===== src/rtl/drum_voice_gen_if.sv =====
// Bundle of the control inputs and audio/LED outputs of drum_voice_gen.
//   enable : play mode, low = silence
//   step   : one-cycle sequencer step strobe
//   hits   : per-instrument hit bits, valid with step
//   accent : per-instrument accent bits, valid with step (only with ACCENT_EN)
//   gate   : per-voice gate, tone : per-voice square wave
//   mix    : registered popcount of tone, busy : OR of gate
// Optional feature macro: ACCENT_EN (adds the accent signal).
interface drum_voice_gen_if;
    logic       enable;
    logic       step;
    logic [3:0] hits;
`ifdef ACCENT_EN
    logic [3:0] accent;
`endif
    logic [3:0] gate;
    logic [3:0] tone;
    logic [2:0] mix;
    logic       busy;

    modport master (
`ifdef ACCENT_EN
        output accent,
`endif
        output enable, step, hits,
        input  gate, tone, mix, busy
    );

    modport slave (
`ifdef ACCENT_EN
        input  accent,
`endif
        input  enable, step, hits,
        output gate, tone, mix, busy
    );
endinterface


===== src/rtl/drum_voice_gen.sv =====
// Four-voice drum trigger: each hit sampled on a step strobe starts a
// fixed-length gate and a square tone at that voice's pitch; a registered
// popcount of the tones forms a crude 3-bit audio mix.
// Ports:
//   clk   : system clock
//   reset : asynchronous active-low reset
//   bus   : drum_voice_gen_if.slave (enable, step, hits[, accent] in;
//           gate, tone, mix, busy out)
// Optional feature macro: ACCENT_EN -- accented hits get a double-length gate.

// One voice: gate down-counter plus tone half-period phase counter.
module drum_voice #(
    parameter int unsigned GATE_CYCLES = 2500000,
    parameter int unsigned CNT_W       = 23,
    parameter int unsigned TONE_DIV    = 47800,
    parameter int unsigned DIV_W       = 16
) (
    input  logic clk,
    input  logic reset,
    input  logic enable,
    input  logic trig,     // step & hit for this voice
    input  logic accent,
    output logic gate,
    output logic tone
);
    logic             active_q, active_d;
    logic             tone_q, tone_d;
    logic [CNT_W-1:0] cnt_q, cnt_d;
    logic [DIV_W-1:0] phase_q, phase_d;

    always_ff @(posedge clk or negedge reset) begin
        if (!reset) begin
            active_q <= 1'b0;
            tone_q   <= 1'b0;
            cnt_q    <= '0;
            phase_q  <= '0;
        end else begin
            active_q <= active_d;
            tone_q   <= tone_d;
            cnt_q    <= cnt_d;
            phase_q  <= phase_d;
        end
    end

    always_comb begin
        active_d = active_q;
        tone_d   = tone_q;
        cnt_d    = cnt_q;
        phase_d  = phase_q;
        if (!enable) begin
            // enable low beats any simultaneous step
            active_d = 1'b0;
            tone_d   = 1'b0;
            cnt_d    = '0;
            phase_d  = '0;
        end else if (trig) begin
            // (re)trigger: reload gate and restart tone high
            active_d = 1'b1;
            tone_d   = 1'b1;
            cnt_d    = accent ? CNT_W'(2*GATE_CYCLES-1) : CNT_W'(GATE_CYCLES-1);
            phase_d  = '0;
        end else if (active_q) begin
            if (cnt_q == '0) begin
                active_d = 1'b0;
                tone_d   = 1'b0;
                phase_d  = '0;
            end else begin
                cnt_d = cnt_q - 1'b1;
                if (phase_q == DIV_W'(TONE_DIV-1)) begin
                    phase_d = '0;
                    tone_d  = ~tone_q;
                end else begin
                    phase_d = phase_q + 1'b1;
                end
            end
        end
    end

    assign gate = active_q;
    assign tone = tone_q;
endmodule

module drum_voice_gen #(
    parameter int unsigned GATE_CYCLES = 2500000,
    parameter int unsigned CNT_W       = 23,
    parameter int unsigned TONE_DIV0   = 47800,
    parameter int unsigned TONE_DIV1   = 37900,
    parameter int unsigned TONE_DIV2   = 28400,
    parameter int unsigned TONE_DIV3   = 18900,
    parameter int unsigned DIV_W       = 16
) (
    input  logic              clk,
    input  logic              reset,
    drum_voice_gen_if.slave   bus
);
    logic [3:0] gate_w, tone_w, acc_w;
    logic [2:0] mix_q, mix_d;

`ifdef ACCENT_EN
    assign acc_w = bus.accent;
`else
    assign acc_w = 4'b0000;
`endif

    for (genvar i = 0; i < 4; i++) begin : g_voice
        localparam int unsigned TDIV = (i == 0) ? TONE_DIV0 :
                                       (i == 1) ? TONE_DIV1 :
                                       (i == 2) ? TONE_DIV2 : TONE_DIV3;
        drum_voice #(
            .GATE_CYCLES (GATE_CYCLES),
            .CNT_W       (CNT_W),
            .TONE_DIV    (TDIV),
            .DIV_W       (DIV_W)
        ) u_voice (
            .clk    (clk),
            .reset  (reset),
            .enable (bus.enable),
            .trig   (bus.step & bus.hits[i]),
            .accent (acc_w[i]),
            .gate   (gate_w[i]),
            .tone   (tone_w[i])
        );
    end

    always_comb begin
        mix_d = '0;
        for (int k = 0; k < 4; k++) mix_d = mix_d + 3'(tone_w[k]);
    end

    always_ff @(posedge clk or negedge reset) begin
        if (!reset) mix_q <= '0;
        else        mix_q <= mix_d;
    end

    assign bus.gate = gate_w;
    assign bus.tone = tone_w;
    assign bus.mix  = mix_q;
    assign bus.busy = |gate_w;
endmodule

===== src/flat_wrapper.sv =====
// flat-port wrapper written by rule: the top's interface ports become plain ports
module drum_voice_gen_flat 
#(
    parameter int unsigned GATE_CYCLES = 2500000,
    parameter int unsigned CNT_W       = 23,
    parameter int unsigned TONE_DIV0   = 47800,
    parameter int unsigned TONE_DIV1   = 37900,
    parameter int unsigned TONE_DIV2   = 28400,
    parameter int unsigned TONE_DIV3   = 18900,
    parameter int unsigned DIV_W       = 16
)
  (clk, reset, bus_enable, bus_step, bus_hits, bus_gate, bus_tone, bus_mix, bus_busy);
  drum_voice_gen_if bus_i ();
  input  logic clk;
  input  logic reset;
  input wire logic [$bits(bus_i.enable)-1:0] bus_enable;
  input wire logic [$bits(bus_i.step)-1:0] bus_step;
  input wire logic [$bits(bus_i.hits)-1:0] bus_hits;
  output wire logic [$bits(bus_i.gate)-1:0] bus_gate;
  output wire logic [$bits(bus_i.tone)-1:0] bus_tone;
  output wire logic [$bits(bus_i.mix)-1:0] bus_mix;
  output wire logic [$bits(bus_i.busy)-1:0] bus_busy;
  assign bus_i.enable = bus_enable;
  assign bus_i.step = bus_step;
  assign bus_i.hits = bus_hits;
  assign bus_gate = bus_i.gate;
  assign bus_tone = bus_i.tone;
  assign bus_mix = bus_i.mix;
  assign bus_busy = bus_i.busy;
  drum_voice_gen #(.GATE_CYCLES(GATE_CYCLES), .CNT_W(CNT_W), .TONE_DIV0(TONE_DIV0), .TONE_DIV1(TONE_DIV1), .TONE_DIV2(TONE_DIV2), .TONE_DIV3(TONE_DIV3), .DIV_W(DIV_W)) u_core (.clk(clk), .reset(reset), .bus(bus_i));
endmodule

===== config.mk =====
export PLATFORM = sky130hd
export DESIGN_NAME = drum_voice_gen_flat
export DESIGN_NICKNAME = d
export VERILOG_FILES = /design/src/rtl/drum_voice_gen_if.sv /design/src/rtl/drum_voice_gen.sv /design/src/flat_wrapper.sv
export SDC_FILE = /design/constraint.sdc
export NUM_CORES = 1
export LEC_CHECK = 0
export CORE_ASPECT_RATIO = 0.6
export CORE_MARGIN = 2
export CORE_UTILIZATION = 55
export DETAILED_ROUTE_END_ITERATION = 10
export DONT_BUFFER_PORTS = 1
export MAX_ROUTING_LAYER = met4
export PLACE_DENSITY = 0.74
export SYNTH_ARGS = -nofsm -noshare
export SYNTH_HDL_FRONTEND = slang
export SYNTH_HIERARCHICAL = 1
export SYNTH_SLANG_ARGS = --single-unit
export TNS_END_PERCENT = 5

===== constraint.sdc =====
create_clock -name clk -period 3.3 [get_ports clk]
set_input_delay 0.495 -clock clk [delete_from_list [all_inputs] [get_ports clk]]
set_output_delay 0.495 -clock clk [all_outputs]
set_load 0.01 [all_outputs]

* Yosys cells after proc, flatten, opt, wreduce, memory -nomap -nowiden
Cells that the tools add are included.
** Word-level totals
- Flip-flop bits (word level) :: 167
- Bits of input ports :: 8
- Output and inout bits :: 12
** Operators by class
- Reduce and logical (&&, ||, !) cells :: 13
- Eq/ne operators :: 16
- Add/sub/neg operators :: 11
- Bitwise operators :: 8
- Multiplexer cells :: 72
** Operators by type and width (count)
- $mux 23 :: 16
- $mux 16 :: 20
- $logic_not 23->1 :: 4
- $sub 23x1->23 const B :: 4
- $add 16x1->16 const B :: 4
- $mux 1 :: 36
- $eq 16x15->1 const B :: 2
- $eq 16x16->1 const B :: 2
- $ne 4x1->1 const B :: 4
- $reduce_and 2->1 :: 8
- $ne 3x1->1 const B :: 4
- $ne 3x3->1 const B :: 4
- $add 3x1->3 :: 2
- $and 1x1->1 :: 4
- $not 1->1 :: 4
- $reduce_or 4->1 :: 1
- $add 1x1->2 :: 1

* Depth between registers and ports, before layout
Gate-level depths: netlist (run 1).
- Depth after elaboration :: 6
- Depth in mapped cells :: 9
- Mapped depth without buffers :: 7

* Hierarchy
The synthesis (run 1) kept the hierarchy.
** Modules (own cells, without submodules)
- drum_voice (u_core.g_voice[2].u_voice) :: area an instance 2434.8 µm², cells an instance 254, instances 1
- drum_voice (u_core.g_voice[1].u_voice) :: area an instance 2366.0 µm², cells an instance 238, instances 1
- drum_voice (u_core.g_voice[0].u_voice) :: area an instance 2348.5 µm², cells an instance 247, instances 1
- drum_voice (u_core.g_voice[3].u_voice) :: area an instance 2301.0 µm², cells an instance 236, instances 1
- drum_voice_gen :: area an instance 175.2 µm², cells an instance 17, instances 1

* Least setup slack after synthesis (run 1)
OpenSTA, ideal clock, no wires.
- Kind :: flip-flop to flip-flop
- Start point :: register u_core.g_voice[3].u_voice.cnt_q[6]
- End point :: register u_core.g_voice[3].u_voice.tone_q
- Period minus slack after synthesis :: 2.252 ns
- Arrival time :: 2.127 ns
- Setup slack :: 1.048 ns
- Library setup time :: 0.125 ns
- Cell stages (with the launch flop) :: 7
- Required time :: 3.175 ns
- Cells stage by stage :: dfrtp_1 > or4_4 > or2_1 > buf_2 > or2_1 > a21oi_4 > mux2_2
** On the way
- Word-level cells in the longest chain between the ends :: 5
** RTL lines
- start: declaration :: line drum_voice_gen.sv:28 : logic [CNT_W-1:0] cnt_q, cnt_d;
- start signal: assignment :: line drum_voice_gen.sv:40 : cnt_q <= cnt_d;
- $logic_not 23->1 (*) :: line drum_voice_gen.sv:63 : if (cnt_q == '0) begin
- $mux 1 :: line drum_voice_gen.sv:63
- $mux 1 :: line drum_voice_gen.sv:62 : end else if (active_q) begin
- $mux 1 :: line drum_voice_gen.sv:56 : end else if (trig) begin
- $mux 1 :: line drum_voice_gen.sv:50 : if (!enable) begin
- end signal: assignment :: line drum_voice_gen.sv:39 : tone_q <= tone_d;
- end: declaration :: line drum_voice_gen.sv:27 : logic tone_q, tone_d;
Mark *: on every way between the ends. The rest lies on a longest branch, timed or not. The select of a mux whose other input is x is not followed.
A chain may end at the register's enable or synchronous reset.

* Final worst setup path (run 1)
Ends and elaborated chain as after synthesis.

==> flow_summary.yaml, run 1 <==
status:
  failed_checks: "negative hold slack"
  status: "finished with violations"
drt:
  firstDrtPassIters: 5
  avgViaCountPerCell: 6.12
  drt_drc_violations_left: 0
  drt-total-wl_um: 22000
  drtIter0Drc: 666
  wl_per_cell_um: 17.7
  vias: 7584
  ant_nets: 0
critical_path:
  critPathMostFrequentCell: "or2_1"
  end_kind: "flip-flop"
  cp_top_family: "simple AND/OR/NAND/NOR gates"
  cp_max_fo: 15
  path_class: "reg2reg"
  worstSetupStartpointType: "flip-flop"
  cp.required_ns: 3.61
  worst_path_largest_cell_delay_ns: 0.60
  crit_chain: "or4_4 -> or2_1 -> or2_1 -> a21oi_4 -> mux2_2"
  cp.arrival_ns: 2.90
  path_buf_inv: 0
  slowest_stage: "or4_4"
grt:
  grt.overflow.total: 0
  grt_pass1_vias: 6952
  grt_max_degree: 168
  grt_pass1_wl_um: 36500
  antenna_found_initial: 2
  track_usage_pct: 25.3
synth:
  synthAdderAreaFrac_pct: 2.03
  synth_edf_count: 0
  synth_cells: 992
  synth_top_area_share_pct: 43.4
  async_flop_share_pct: 100
  synth_top_family_by_area: "simple AND/OR/NAND/NOR gates"
  syn_area_per_cell_um2: 9.70
  yosys_most_used_dff: "dfrtp_1"
  synth_seq_cells: 167
  ys_types: 97
  syn_area_mm2: 0.00963
  synth_mux_area_share_pct: 0.572
  yosys_warnings: 6
  synth_xor_area_share_pct: 9.19
  ys_top_cells_by_area: "dfrtp_1, xor2_1, xnor2_1"
  synth_compound_area_share_pct: 15.1
  yosys.area.top_type: "dfrtp_1"
  ys_seq_area_share_pct: 43.4
  yosys.area_share.simple_pct: 26.5
power:
  cellPowerDensity_mw_per_mm2: 507
  peakVddDrop_uv: 334
  leakagePower_nw: 4.27
cts:
  cts_num_sinks: 167
  cts_buffer_depth: 2
  cts-buffers-inserted: 17
  clkTransAtPathRegs_ns: 0.07
  cts_root_buf: "clkbuf_16"
  ctsHtreeMaxLevel: 4
  cts_tree: "built"
  clk_latency_ns: 0.43
cells_and_area:
  ff_latch_area_mm2: 0.00418
  nNetsFinal: 1016
  syn_to_final_growth_pct: 8.25
  fin_cells: 1240
  antenna_cells: 0
  num-fill-cells: 1426
  drive_gt1_share_pct: 8.85
  multiInputGateArea_mm2: 0.00518
timing:
  drv_slew: 0
  worst_slew_pin_slew_ns: 0.802
  finalCritPeriodShare_pct: 78.6
  fin_setup_tns_ns: 0
  fmax_mhz: 385
  finalSetupViolCount: 0
  skew_ns: 0.0119
  slew_headroom_pct: 46.5
  fin_crit_ns: 2.59
  worst_hold_slack_ns: -0.244
  rsz0062_at_grt: "false"
  hold_violations: 167
die:
  coreArea_mm2: 0.0171
  die_width_um: 175
  die_h_um: 106
  die-area_mm2: 0.0186
  ios: 20
  rows: 37
  start_util_pct: 56.2
place:
  placed_cells: 1208
  port_buffers: 0
  place.gp.congestion: 0.891
  hpwlAfterDp_um: 14700
flow_run:
  cap_violations: 0
min_path:
  hold_class: "in2async"
==> power breakdown <==
part           total, mW  internal, mW  switching, mW
logic              0.927         0.350          0.577
registers           2.37          2.17          0.195
clock network       1.99          1.13          0.860
total               5.28          3.65           1.63
==> worst reg2reg max path, stage by stage, from the launching register on <==
cell,delay [ns]
dfrtp_1,0.43
or4_4,0.60
or2_1,0.38
or2_1,0.31
a21oi_4,0.36
mux2_2,0.38
==> state kept, by name, indices dropped and copies added, names as in the netlist <==
signal	flops
u_core/g_voice.u_voice/cnt_q	92
u_core/g_voice.u_voice/phase_q	64
u_core/g_voice.u_voice/tone	4
u_core/bus.mix	3
u_core/g_voice.u_voice/gate	4
==> stage by stage <==
| step | worst slack (ns) | cell area, µm² | hold slack (ns) | total power [mW] | utilization [%] |
|---|---|---|---|---|---|
| after floorplan | 1.05 | 9670 | 0.199 | 3.10 | - |
| after global placement | 0.793 | 9840 | 0.205 | 3.29 | 57.4 |
| after detailed placement | 0.750 | 9840 | 0.205 | 3.31 | 57.4 |
| after CTS | 0.725 | 10400 | -0.258 | 5.31 | 60.8 |
| after global routing | 0.600 | 10400 | -0.266 | 5.52 | 60.8 |
| final | 0.706 | 10400 | -0.244 | 5.28 | 60.8 |
==> cell families after synthesis <==
kind of cell	count (synthesis)
AND/OR/NAND/NOR	437
AO/OA/AOI/OAI	195
flip-flops	167
XOR/XNOR	101
buffers and inverters	71
adder cells (fa/ha/maj)	15
multiplexers	5
other	1
==> timing repair <==
item                      4_1_cts  5_1_grt
hold endpoints to repair      167      167
gates resized for setup         0        0
buffers inserted                0        0
==> cell type report <==
cell class              count  share of cell area (%)
flip-flops and latches    167                    40.1
clock buffers              19                    4.15
repair buffers              8                   0.576
clock inverters            13                    1.43
well taps                 234                    2.81
inverters                  34                    1.22
multi-input cells         765                    49.7
==> cell usage after synthesis (all sizes together) (16+ instances only) <==
master    n
a31oi    17
xnor2    50
nand3    30
nand2    78
inv      32
clkbuf   21
or4      20
o21ai    27
dfrtp   167
nor2    112
nor3     37
xor2     51
buf      16
nor4     33
nand4    21
a21oi    41
==> placed cells by master (no fill, tap or decap), types with 16 or more instances in the layout <==
master	count
dfrtp_1	167
nor2_1	111
nand2_1	77
xor2_1	51
xnor2_1	50
a21oi_1	38
nor3_1	35
inv_1	32
nand3_1	29
nor4_1	21
nand4_1	19
o21ai_0	18
clkbuf_16	17
or4_1	16
a31oi_1	16
==> final timing paths <==
kind	startpoint	to	slack [ns]	cells past startpoint
max	u_core/g_voice[3].u_voice/cnt_q[6]	u_core/g_voice[3].u_voice/tone	0.71	5
min	reset	u_core/bus.mix[2]	-0.24	0
max reg2reg	u_core/g_voice[3].u_voice/cnt_q[6]	u_core/g_voice[3].u_voice/tone	0.71	5
min reg2reg	u_core/g_voice[2].u_voice/phase_q[1]	u_core/g_voice[2].u_voice/phase_q[1]	0.52	1
max in group asynchronous	reset	u_core/g_voice[0].u_voice/phase_q[1]	3.26	0
min in group clk	bus_enable	u_core/g_voice[1].u_voice/cnt_q[3]	0.19	1
==> per-layer routing <==
layer  up-vias  global-route usage (%)  wire, µm
met3        24                    4.36      1320
met1      3680                    38.7     11200
li1       3630                       -         -
met4         0                    7.08       253
met2       250                    34.0      9180
met5         -                       -         0
(Power assumes the default switching activity.)
==> run 2, diff against run 1 <==
ABC_AREA = 1   (was unset)
PLACE_DENSITY = 0.77   (was 0.74)
clock period = 2.2 ns   (was 3.3 ns; I/O delays follow)
==> flow_summary.yaml, run 2 <==
cts:
  cts_root_buf: "clkbuf_16"
  ctsHtreeMaxLevel: 4
  cts-buffers-inserted: 17
  cts_setup_buffers: 0
  clk_latency_ns: 0.44
  cts_num_sinks: 167
  cts_buffer_depth: 2
  clkTransAtPathRegs_ns: 0.07
  cts_tree: "built"
timing:
  fin_crit_ns: 1.81
  rsz0062_at_grt: "false"
  fmax_mhz: 554
  hold_violations: 167
  finalSetupViolCount: 0
  skew_ns: 0.0119
  drv_slew: 0
  finalCritPeriodShare_pct: 82.1
  worst_hold_slack_ns: -0.409
  fin_setup_tns_ns: 0
grt:
  grt_pass1_vias: 9066
  grt.overflow.total: 0
  grt_max_degree: 168
  grt_pass1_wl_um: 45000
  track_usage_pct: 28.2
  antenna_found_initial: 0
synth:
  synth_common_cells: "nand2_1, nor2_1, inv_1, dfrtp_1, nand3_1"
  synth_cells: 1539
  ys_types: 45
  synth_seq_cells: 167
  synth_edf_count: 0
  yosys.area.top_type: "dfrtp_1"
  ys_top_cells_by_area: "dfrtp_1, nand2_1, nor2_1"
  async_flop_share_pct: 100
  synth.most_common_cell: "nand2_1"
  syn_area_mm2: 0.0107
  synth_top_area_share_pct: 39.1
  syn_area_per_cell_um2: 6.94
  yosys_most_used_dff: "dfrtp_1"
  yosys_warnings: 6
  ys_seq_area_share_pct: 39.1
die:
  die_h_um: 112
  ios: 20
  coreArea_mm2: 0.0190
  start_util_pct: 56.1
  rows: 39
  die_width_um: 184
  die-area_mm2: 0.0206
drt:
  wl_per_cell_um: 14.3
  vias: 9789
  drt_drc_violations_left: 0
  drtIter0Drc: 990
  avgViaCountPerCell: 5.40
  drt-total-wl_um: 25900
  firstDrtPassIters: 6
  ant_nets: 0
cells_and_area:
  final_common_cell: "nand2_1"
  num-fill-cells: 1718
  nNetsFinal: 1578
  antenna_cells: 0
  reg_top3: "u_core/g_voice.u_voice/cnt_q (92), u_core/g_voice.u_voice/phase_q (64)"
  largest_register_ffs: 92
  drive_gt1_share_pct: 10.8
  layout_common_cells: "nand2_1, nor2_1, inv_1"
  final_cell_area_mm2: 0.0116
  top_register: "u_core/g_voice.u_voice/cnt_q"
  syn_to_final_growth_pct: 8.42
place:
  hpwlAfterDp_um: 18400
  place.gp.congestion: 0.974
  place_area_mm2: 0.0109
  port_buffers: 0
status:
  status: "finished with violations"
  failed_checks: "negative hold slack"
power:
  switching_power_mw: 4.37
  pwr-share-seq_pct: 35.0
  cellPowerDensity_mw_per_mm2: 947
  switching_share_pct: 39.8
  p_comb_share_pct: 35.0
  leakagePower_nw: 5.82
  p_clk_share_pct: 30.0
  peakVddDrop_uv: 610
  p_int_mw: 6.60
critical_path:
  worstSetupStartpointType: "flip-flop"
  path_class: "reg2reg"
  cp_max_fo: 5
  cp.arrival_ns: 2.12
  end_kind: "flip-flop"
  ff2ff_path_depth: 9
  cp.required_ns: 2.52
flow_run:
  cap_violations: 0
min_path:
  hold_class: "in2async"
==> run 2: changes by cell type after synthesis, moves of 20 or more <==
cell	before	now
nand2_1	77	409
nor2_1	111	309
inv_1	32	169
nand3_1	29	105
xnor2_1	50	4
o21ai_0	18	52
o21ai_1	4	37
nor2_2	1	30
xor2_1	51	22
nor4_1	21	1
==> run 2: cell type report <==
type                            count  area, µm²  share of cell area (%)
Clock buffer                       19        453                    3.91
Clock inverter                     13        194                    1.67
Inverter                          190        723                    6.24
Multi-Input combinational cell   1171       5670                    48.9
Sequential cell                   167       4180                    36.1
Tap cell                          246        308                    2.66
Timing Repair Buffer                8       60.1                   0.519
==> run 2: per-layer routing <==
layer,track usage (%),up-vias,wire [µm],share of wire [%]
met3,5.72,23,2170,8.4
met1,44.6,4498,13500,52
li1,-,4896,-,-
met4,5.39,0,229,0.88
met2,36.8,372,10000,39
met5,-,-,0,0
==> run 2: worst paths after layout <==
| kind | slack, ns | from | endpoint |
|---|---|---|---|
| setup / recovery | 0.39 | u_core/g_voice[3].u_voice/cnt_q[0] | u_core/g_voice[3].u_voice/cnt_q[18] |
| hold / removal | -0.41 | reset | u_core/g_voice[2].u_voice/phase_q[5] |
| setup reg to reg | 0.39 | u_core/g_voice[3].u_voice/cnt_q[0] | u_core/g_voice[3].u_voice/cnt_q[18] |
| hold reg to reg | 0.50 | u_core/g_voice[1].u_voice/cnt_q[0] | u_core/g_voice[1].u_voice/cnt_q[0] |
| max in group asynchronous | 2.35 | reset | u_core/g_voice[3].u_voice/cnt_q[16] |
| min in group clk | 0.05 | bus_enable | u_core/g_voice[1].u_voice/cnt_q[15] |
==> run 2: through the flow <==
step | total power, mW | instances | hold WS (ns) | util, % | setup slack, ns
floorplan | 6.77 | 1546 | 0.0344 | - | 0.601
global placement | 7.51 | 1782 | 0.0394 | 57.5 | 0.470
detailed placement | 7.60 | 1782 | 0.0389 | 57.5 | 0.449
CTS | 10.9 | 1814 | -0.429 | 60.9 | 0.430
global route | 11.7 | 1814 | -0.433 | 60.9 | 0.177
finish | 11.0 | 1814 | -0.409 | 60.9 | 0.395
==> run 2: power by group through the flow <==
stage	sequential (mW)	clock [mW]	combinational (mW)
after global placement	3.87	0	3.65
after detailed placement	3.87	0	3.73
final	3.83	3.29	3.84
after CTS	3.82	3.34	3.76
after floorplan	3.75	0	3.02
after global routing	3.88	3.48	4.39
==> run 2: repair_timing <==
| action | in CTS | in global routing |
|---|---|---|
| endpoints found under the setup margin | 0 | 0 |
| endpoints found under the hold margin | 167 | 167 |
| gates resized for setup | 0 | 0 |
==> run 2: cells by family after synthesis <==
logic type | count (synthesis) | share of synthesized area, %
AND/OR/NAND/NOR | 967 | 40.0
XOR/XNOR | 26 | 2.13
AO/OA/AOI/OAI | 155 | 8.81
other | 1 | 0.0351
adder cells (fa/ha/maj) | 15 | 1.83
flip-flops | 167 | 39.1
buffers and inverters | 208 | 8.09
==> run 2: critical path, cell delays in order, from the launching register on <==
cell and delay (ns):
dfrtp_1 0.36, inv_1 0.14, ha_1 0.27, nand2_1 0.12
nor2_2 0.27, nand2_1 0.17, o21ai_1 0.15, nand3_1 0.08
nand2_1 0.07, o21ai_1 0.05
==> run 3, diff against run 2 <==
PLACE_DENSITY = 0.74   (was 0.77)
clock period = 1.9 ns   (was 2.2 ns; I/O delays follow)
==> flow_summary.yaml, run 3 (synthesized netlist as in run 2, its figures left out) <==
drt:
  ant_nets: 0
  firstDrtPassIters: 6
  drtIter0Drc: 1107
  wl_per_cell_um: 14.7
  avgViaCountPerCell: 5.37
  drt_drc_violations_left: 0
  drt-total-wl_um: 26900
  vias: 9803
critical_path:
  critPathMostFrequentCell: "nand2_2"
  worst_path_largest_cell_delay_ns: 0.43
  end_kind: "flip-flop"
  slowest_stage: "dfrtp_1"
  cp.arrival_ns: 2.07
  crit_chain: "nor2_1 -> nand2_2 -> nor2_2 -> nand3_2 -> nand2_4 -> nand2_1 -> nand2_2 -> o22ai_1"
  cp_max_fo: 9
  path_class: "reg2reg"
  cp.required_ns: 2.20
  worstSetupStartpointType: "flip-flop"
die:
  rows: 39
  coreArea_mm2: 0.0190
  start_util_pct: 56.1
  die-area_mm2: 0.0206
  die_width_um: 184
  ios: 20
  die_h_um: 112
power:
  p_clk_share_pct: 29.8
  leakagePower_nw: 5.89
  peakVddDrop_uv: 723
  p_comb_share_pct: 35.8
  switching_power_mw: 5.07
  pwr-share-seq_pct: 34.3
  p_int_mw: 7.75
  cellPowerDensity_mw_per_mm2: 1100
  power_mw: 12.8
  switching_share_pct: 39.6
cts:
  holdBufCountCts: 1
  cts_buffer_depth: 2
  clk_latency_ns: 0.44
  cts-buffers-inserted: 17
  ctsHtreeMaxLevel: 4
  clkTransAtPathRegs_ns: 0.07
  cts_root_buf: "clkbuf_16"
  cts_num_sinks: 167
  cts_tree: "built"
timing:
  fin_crit_ns: 1.77
  finalWorstSetupSlack_ns: 0.133
  finalCritPeriodShare_pct: 93.0
  drv_slew: 0
  finalSetupViolCount: 0
  worst_hold_slack_ns: -0.457
  hold_violations: 167
  fmax_mhz: 566
  fin_setup_tns_ns: 0
  skew_ns: 0.00970
  rsz0062_at_grt: "false"
status:
  status: "finished with violations"
  failed_checks: "negative hold slack"
place:
  hpwlAfterDp_um: 19000
  place.gp.congestion: 0.978
  pre_cts_ws_ns: 0.126
  port_buffers: 0
min_path:
  hold_class: "in2async"
cells_and_area:
  largest_register_ffs: 92
  layout_common_cells: "nand2_1, nor2_1, inv_1"
  syn_to_final_growth_pct: 9.53
  reg_top3: "u_core/g_voice.u_voice/cnt_q (92), u_core/g_voice.u_voice/phase_q (64)"
  final_common_cell: "nand2_1"
  antenna_cells: 0
  drive_gt1_share_pct: 11.4
  top_register: "u_core/g_voice.u_voice/cnt_q"
  nNetsFinal: 1591
flow_run:
  cap_violations: 0
grt:
  grt_pass1_wl_um: 45000
  grt_pass1_vias: 8803
  grt_max_degree: 168
  track_usage_pct: 28.2
  grt.overflow.total: 0
  antenna_found_initial: 0
[run 3: changes by cell type in the layout (fill, tap and decap cells not counted)]
cell           before  now
clkbuf_1            0    1
buf_12              0    1
inv_8               1    0
nor2_2             30   31
clkinv_4            3    4
dlygate4sd3_1       0    1
inv_4               0    1
buf_4               8   19
clkinv_2            5    3
clkbuf_8            2    3
nor2_1            309  308
clkinvlp_4          3    2
[run 3: timing repair]
action	CTS	global route
setup buffers	0	1
hold endpoints to repair	169	167
setup endpoints to repair	0	25
resized for setup	0	6
[run 3: cell type report]
cell class | instances | area, µm²
clock buffer | 21 | 470
sequential | 167 | 4180
clock inverter | 11 | 171
timing repair buffer | 21 | 173
multi-input combinational | 1171 | 5670
tap | 246 | 308
inverter | 190 | 732
fill | 1683 | 7330
[run 3: power by group through the flow]
stage | clock (mW) | combinational (mW) | sequential (mW)
after CTS | 3.88 | 4.49 | 4.38
after global routing | 4.04 | 5.20 | 4.45
final | 3.82 | 4.60 | 4.40
after detailed placement | 0 | 4.43 | 4.44
after floorplan | 0 | 3.49 | 4.35
after global placement | 0 | 4.34 | 4.44
[run 3: critical path: cells and delay by family, from the launching register on]
| family | cells | cell delay (ns) |
|---|---|---|
| flops | 1 | 0.43 |
| simple gates | 7 | 1.08 |
| compound gates | 1 | 0.12 |
[run 3: final timing paths]
kind,startpoint,to,slack (ns),depth (start not counted)
min in group clk,bus_enable,u_core/g_voice[0].u_voice/cnt_q[6],0.02,2
max in group asynchronous,reset,u_core/g_voice[3].u_voice/phase_q[15],2.17,0
worst max-delay path,u_core/g_voice[2].u_voice/cnt_q[7],u_core/g_voice[2].u_voice/cnt_q[15],0.13,8
worst min register to register,u_core/g_voice[1].u_voice/cnt_q[0],u_core/g_voice[1].u_voice/cnt_q[0],0.50,2
worst min-delay path,reset,u_core/g_voice[1].u_voice/cnt_q[12],-0.46,0
worst max register to register,u_core/g_voice[2].u_voice/cnt_q[7],u_core/g_voice[2].u_voice/cnt_q[15],0.13,8
[run 3: metal layers]
| layer | vias up | wire [µm] | GRT usage, % |
|---|---|---|---|
| li1 | 4909 | - | - |
| met1 | 4524 | 13700 | 44.8 |
| met2 | 353 | 10700 | 36.9 |
| met3 | 17 | 2190 | 4.51 |
| met4 | 0 | 255 | 6.35 |
| met5 | - | 0 | - |
[run 3: through the flow]
| stage | hold WS, ns | std cells | cell area [µm²] | utilization [%] |
|---|---|---|---|---|
| finish | -0.457 | 1827 | 11700 | 61.5 |
| floorplan | -0.0106 | 1546 | 10700 | - |
| global placement | -0.00726 | 1793 | 11000 | 57.9 |
| CTS | -0.472 | 1826 | 11700 | 61.3 |
| detailed placement | -0.00723 | 1793 | 11000 | 57.9 |
| global route | -0.475 | 1827 | 11700 | 61.5 |
